**src/rtl/alu_sequencer.sv**
```systemverilog
// rtl/alu_sequencer.sv - three-state instruction sequencer driving an external registered 4-bit ALU
//
// Purpose:
//   Accepts 12-bit instructions over a valid/ready handshake. A load-immediate
//   instruction writes the 4-bit immediate to R[rd] on the accepting edge and
//   retires at once. An ALU instruction latches the opcode and both operands.
//   It presents them to the external ALU for ISSUE and CAPTURE. It then writes
//   the registered ALU result back to R[rd] on the edge that ends CAPTURE.
//
// Instruction word:
//   [11]    kind   (0 = ALU op, 1 = load immediate)
//   [10:8]  opcode
//   [7:6]   rd
//   [5:4]   rs1
//   [3:2]   rs2
//   [3:0]   imm    (load immediate only)
//
// Ports:
//   clk          in   sole clock, rising edge
//   rst_n        in   asynchronous active-low reset
//   instr_valid  in   instruction offered
//   instr_ready  out  sequencer can accept (IDLE and out of reset)
//   instr        in   12-bit instruction word
//   alu_opcode   out  opcode to the ALU
//   alu_in_1     out  first ALU operand
//   alu_in_2     out  second ALU operand
//   alu_result   in   ALU output, registered by the ALU one edge after operands
//   res_valid    out  one-cycle pulse per ALU write-back
//   res_data     out  last written-back value
//   res_rd       out  destination of last write-back
//   zero_flag    out  last written-back value was zero
//   retired      out  completed-instruction counter, wraps
//   dbg_sel      in   register select for debug read
//   dbg_data     out  combinational read of R[dbg_sel]

module alu_sequencer #(
  parameter int RET_CNT_W = 8
) (
  input  logic                 clk,
  input  logic                 rst_n,
  input  logic                 instr_valid,
  output logic                 instr_ready,
  input  logic [11:0]          instr,
  output logic [2:0]           alu_opcode,
  output logic [3:0]           alu_in_1,
  output logic [3:0]           alu_in_2,
  input  logic [3:0]           alu_result,
  output logic                 res_valid,
  output logic [3:0]           res_data,
  output logic [1:0]           res_rd,
  output logic                 zero_flag,
  output logic [RET_CNT_W-1:0] retired,
  input  logic [1:0]           dbg_sel,
  output logic [3:0]           dbg_data
);

  typedef enum logic [1:0] {
    S_IDLE    = 2'd0,
    S_ISSUE   = 2'd1,
    S_CAPTURE = 2'd2
  } state_t;

  state_t      r_state;
  state_t      w_state_nxt;

  logic [3:0]  r_regs [0:3];
  logic [1:0]  r_rd;

  // Instruction field decode; only meaningful on an accepting edge.
  logic        w_kind_li;
  logic [2:0]  w_opcode;
  logic [1:0]  w_rd;
  logic [1:0]  w_rs1;
  logic [1:0]  w_rs2;
  logic [3:0]  w_imm;

  logic        w_idle;
  logic        w_wb;
  logic        w_accept;
  logic        w_accept_li;
  logic        w_accept_alu;

  assign w_kind_li = instr[11];
  assign w_opcode  = instr[10:8];
  assign w_rd      = instr[7:6];
  assign w_rs1     = instr[5:4];
  assign w_rs2     = instr[3:2];
  assign w_imm     = instr[3:0];

  assign w_accept     = instr_valid & instr_ready;
  assign w_accept_li  = w_accept & w_kind_li;
  assign w_accept_alu = w_accept & ~w_kind_li;

  // ---------------------------------------------------------------------------
  // FSM: state register
  // ---------------------------------------------------------------------------
  always_ff @(posedge clk or negedge rst_n) begin
    if (!rst_n) begin
      r_state <= S_IDLE;
    end else begin
      r_state <= w_state_nxt;
    end
  end

  // ---------------------------------------------------------------------------
  // FSM: next-state logic
  // ---------------------------------------------------------------------------
  always_comb begin
    w_state_nxt = r_state;
    case (r_state)
      S_IDLE: begin
        // Load immediates complete on the accepting edge, so only ALU ops leave IDLE.
        if (w_accept_alu) begin
          w_state_nxt = S_ISSUE;
        end
      end
      S_ISSUE: begin
        w_state_nxt = S_CAPTURE;
      end
      S_CAPTURE: begin
        w_state_nxt = S_IDLE;
      end
      default: begin
        w_state_nxt = S_IDLE;
      end
    endcase
  end

  // ---------------------------------------------------------------------------
  // FSM: outputs
  // ---------------------------------------------------------------------------
  always_comb begin
    w_idle      = 1'b0;
    w_wb        = 1'b0;
    instr_ready = 1'b0;
    case (r_state)
      S_IDLE: begin
        w_idle = 1'b1;
      end
      S_CAPTURE: begin
        // alu_result already holds the registered result of the ISSUE-cycle operands.
        w_wb = 1'b1;
      end
      default: begin
        w_idle = 1'b0;
      end
    endcase
    // Ready is also gated by rst_n so it stays low while reset is held.
    instr_ready = w_idle & rst_n;
  end

  // ---------------------------------------------------------------------------
  // Register file. A load immediate (IDLE) and a write-back (CAPTURE) can never
  // coincide, so a single write port is enough.
  // ---------------------------------------------------------------------------
  always_ff @(posedge clk or negedge rst_n) begin
    if (!rst_n) begin
      for (int i = 0; i < 4; i++) begin
        r_regs[i] <= 4'h0;
      end
    end else if (w_accept_li) begin
      r_regs[w_rd] <= w_imm;
    end else if (w_wb) begin
      r_regs[r_rd] <= alu_result;
    end
  end

  assign dbg_data = r_regs[dbg_sel];

  // ---------------------------------------------------------------------------
  // Operand latch. The ALU-facing registers load only on an ALU accept, so they
  // hold through ISSUE and CAPTURE and keep their last value while in IDLE.
  // Operands are read here, before any write-back, which handles aliasing.
  // ---------------------------------------------------------------------------
  always_ff @(posedge clk or negedge rst_n) begin
    if (!rst_n) begin
      alu_opcode <= 3'd0;
      alu_in_1   <= 4'h0;
      alu_in_2   <= 4'h0;
      r_rd       <= 2'd0;
    end else if (w_accept_alu) begin
      alu_opcode <= w_opcode;
      alu_in_1   <= r_regs[w_rs1];
      alu_in_2   <= r_regs[w_rs2];
      r_rd       <= w_rd;
    end
  end

  // ---------------------------------------------------------------------------
  // Write-back reporting. The res_valid pulse lands in the first IDLE cycle after
  // CAPTURE. res_data and res_rd hold until the next write-back.
  // ---------------------------------------------------------------------------
  always_ff @(posedge clk or negedge rst_n) begin
    if (!rst_n) begin
      res_valid <= 1'b0;
      res_data  <= 4'h0;
      res_rd    <= 2'd0;
      zero_flag <= 1'b0;
    end else begin
      res_valid <= w_wb;
      if (w_wb) begin
        res_data  <= alu_result;
        res_rd    <= r_rd;
        zero_flag <= (alu_result == 4'h0);
      end
    end
  end

  // ---------------------------------------------------------------------------
  // Retired counter, free-running wrap
  // ---------------------------------------------------------------------------
  always_ff @(posedge clk or negedge rst_n) begin
    if (!rst_n) begin
      retired <= '0;
    end else if (w_accept_li || w_wb) begin
      retired <= retired + RET_CNT_W'(1);
    end
  end

endmodule

```
**config.mk**
```make
export PLATFORM = sky130hd
export DESIGN_NAME = alu_sequencer
export DESIGN_NICKNAME = d
export VERILOG_FILES = /design/src/rtl/alu_sequencer.sv
export SDC_FILE = /design/constraint.sdc
export NUM_CORES = 1
export LEC_CHECK = 0
export ABC_AREA = 0
export BUFFER_PORTS_ARGS = -buffer_cell sky130_fd_sc_hd__buf_2
export CAP_MARGIN = 10
export CORE_MARGIN = 5
export CORE_UTILIZATION = 49
export DETAILED_ROUTE_END_ITERATION = 10
export GPL_TIMING_DRIVEN = 0
export PLACE_DENSITY_LB_ADDON = 0.25
export SETUP_SLACK_MARGIN = 0.02
export SYNTH_ARGS = -nofsm -noshare
export SYNTH_HDL_FRONTEND = slang
export SYNTH_SLANG_ARGS = --single-unit
```
**constraint.sdc**
```tcl
create_clock -name clk -period 2.1 [get_ports clk]
set_clock_uncertainty 0.15 [all_clocks]
set_input_delay 0.315 -clock clk [delete_from_list [all_inputs] [get_ports clk]]
set_output_delay 0.315 -clock clk [all_outputs]
set_load 0.05 [all_outputs]
```
==> flow_summary_export.csv <==
group,metric,value,unit
placement,gp_congestion,0.772,
sta,hold_slack,0.0951,ns
synthesis,synth.distinct_cells,40,
finish,instances_no_fill,291,
min_path,hold_class,"in2reg",
setup_path,cp_num_buf_inv,2,
clocking,cts-htree-levels,2,
sta,rsz0062_at_grt,"no",
placement,dp.cells,281,
grt,grt_max_degree,50,
flow_run,max_cap_viol_count,0,
power_and_ir_drop,powerDensity,1350,nW/um2
sta,finalCritPeriodShare,0.953,
synthesis,synth_ff_type,"dfrtp_1",
detailed_routing,vias_per_cell,5.64,
setup_path,crit_path_cell_trace,"or3b_4 -> inv_2 -> clkbuf_4",
sta,max_slew_margin,0.614,
grt,antenna_found_initial,0,
placement,dp_hpwl,3.68,mm
clocking,post_cts_buffers,0,
detailed_routing,firstDrtPassIters,4,
grt,overflow,0,
setup_path,crit_family,"simple AND/OR/NAND/NOR gates",
clocking,cts_tree,"yes",
synthesis,synth.most_common_cell,"dfrtp_1",
sta,setup-tns-final,0,ns
synthesis,avgSynthCellArea,13.0,um2
finish,n_antenna_cell,0,
clocking,numCtsBuffers,5,
finish,nNetsFinal,258,
grt,grt_pass1_wl,8.38,mm
sta,setup_viol_count_final,0,
setup_path,worstPathRequired,1.63,ns
detailed_routing,postRouteAntennaNets,0,
setup_path,path_max_fanout,5,
clocking,cts_buffer_depth,2,
synthesis,synthCells,177,
synthesis,synth_area_leaders,"dfrtp_1 51%, mux4_2 12%, mux2_2 6.8%",
clocking,clkSinkCount,47,
floorplan,die_w,78.6,um
sta,final_max_slew_viol_count,0,
synthesis,yosysTopAreaCellShare,0.509,
detailed_routing,vias,1642,
synthesis,yosys_register_bits,47,
setup_path,path_class,"reg2out",
setup_path,cp.arrival,1.54,ns
synthesis,synthTopCellsByCount,"47 x dfrtp_1, 26 x nand2_1, 14 x mux2_2",
sta,finalHoldViolations,0,
synthesis,syn_nets,199,
floorplan,die_area,6180,um2
synthesis,netlist_area,2310,um2
run_status,outcome,"finished, final reports clean",
sta,period_needed,2.00,ns
synthesis,yosysWarningCount,0,
synthesis,ys_seq_area_frac,0.509,
finish,area_growth,21.7,%
floorplan,die_h,78.6,um
detailed_routing,drt_iter0_markers,73,
floorplan,core,4660,um2
setup_path,cpPeakStageDelay,0.46,ns
synthesis,synth_top_area_cell,"dfrtp_1",
setup_path,start_kind,"register",
power_and_ir_drop,p_leak,1.39,nW
detailed_routing,avgRoutedWirePerCell,16.8,um
floorplan,initial_utilization,0.495,
clocking,clk_pin_slew,0.08,ns
clocking,insertion_delay,0.29,ns
synthesis,ys_async_sr_fraction,1.00,
floorplan,ios,53,
sta,max_freq,500,MHz
placement,portBuffers,50,
power_and_ir_drop,ir_worst_vdd,666,uV
synthesis,synth_edf_count,0,
grt,grt_usage,0.175,
detailed_routing,drc,0,
floorplan,std_cell_rows,25,
setup_path,worst_path_max_delay_cell,"or3b_4",
grt,first_global_vias,1693,
setup_path,endpoint_kind,"output pin",
sta,worst_slew_pin_slew,0.577,ns
finish,drive_above_1_share,0.397,
clocking,root_buffer,"clkbuf_8",
detailed_routing,wirelength,4.88,mm
-- where the power goes --
group	internal, mW	leakage [nW]	switching, mW
clock	0.476	0.0654	0.300
combinational	0.528	0.736	1.03
sequential	1.20	0.589	0.263
-- through the flow --
| stage | power, mW | cell area (um2) | setup WS [ns] | util |
|---|---|---|---|---|
| 3_5_place_dp | 3.04 | 2630 | -0.706 | 0.563 |
| 3_3_place_gp | 3.00 | 2630 | -0.689 | 0.563 |
| 5_1_grt | 3.99 | 2810 | 0.0211 | 0.603 |
| 4_1_cts | 3.82 | 2770 | 0.0227 | 0.593 |
| 2_1_floorplan | 2.64 | 2310 | 0.212 | - |
| 6_report | 3.80 | 2810 | 0.0987 | 0.603 |
-- area by class of cell --
type | instances | area, um2
clock buffers | 6 | 72.6
inverters | 5 | 18.8
fillers | 392 | 1850
repair buffers | 52 | 300
well taps | 54 | 67.6
plain buffers | 4 | 23.8
flip-flops and latches | 47 | 1180
clock inverters | 2 | 60.1
multi-input cells | 121 | 1090
-- cell usage in the layout, fill, tap and decap left out, drive strengths merged, types with 4 or more instances in the layout --
cell type	instances
o21ai	4
a21o	8
mux2	14
dfrtp	47
clkbuf	9
a22o	8
xnor2	4
nor2	5
mux4	12
inv	4
a221o	4
nand2	26
buf	52
and2	4
nand3	4
-- logic make-up (layout without fill, tap and decap cells) --
family	after synthesis	count (layout)	synth area share
flip-flops	47	47	0.509
adder cells (fa/ha/maj)	1	1	0.00542
AND/OR/NAND/NOR	57	57	0.152
XOR/XNOR	7	7	0.0266
AO/OA/AOI/OAI	30	30	0.102
buffers and inverters	9	69	0.0184
multiplexers	26	26	0.185
-- sequential cells by signal, indices dropped and copies added, names as in the netlist --
register    flops
alu_in_2        4
r_state         2
res_rd          2
r_regs         16
retired         8
r_rd            2
res_valid       1
alu_in_1        4
res_data        4
alu_opcode      3
zero_flag       1
-- routing by layer --
metal  up-vias  part of all wire  GRT usage
met5         -                 0          0
met4         0             0.013     0.0524
met3         5             0.064     0.0424
met2        49              0.43      0.260
met1       806              0.49      0.254
li1        782                 -          -
-- repair_timing --
item	CTS	global route
endpoints found under the hold margin	47	47
gates resized for setup	2	3
setup endpoints to repair	34	1
-- worst reg2reg max path, delay by kind of cell (launching register included) --
family | cells | cell delay [ns]
AOI/OAI and AO/OA | 1 | 0.31
DFF | 1 | 0.41
and+or+nand+nor | 3 | 0.96
-- final timing paths --
path	from	endpoint	slack (ns)	cells after the start
max	r_state[1]	instr_ready	0.1	3
min	instr[9]	alu_opcode[1]	0.1	2
max reg2reg	r_state[1]	r_regs[15]	0.16	4
min reg2reg	retired[7]	retired[7]	0.34	1
max in group asynchronous	rst_n	r_regs[1]	1.12	3
min in group asynchronous	rst_n	alu_in_2[0]	0.45	3
(Power assumes the default switching activity.)
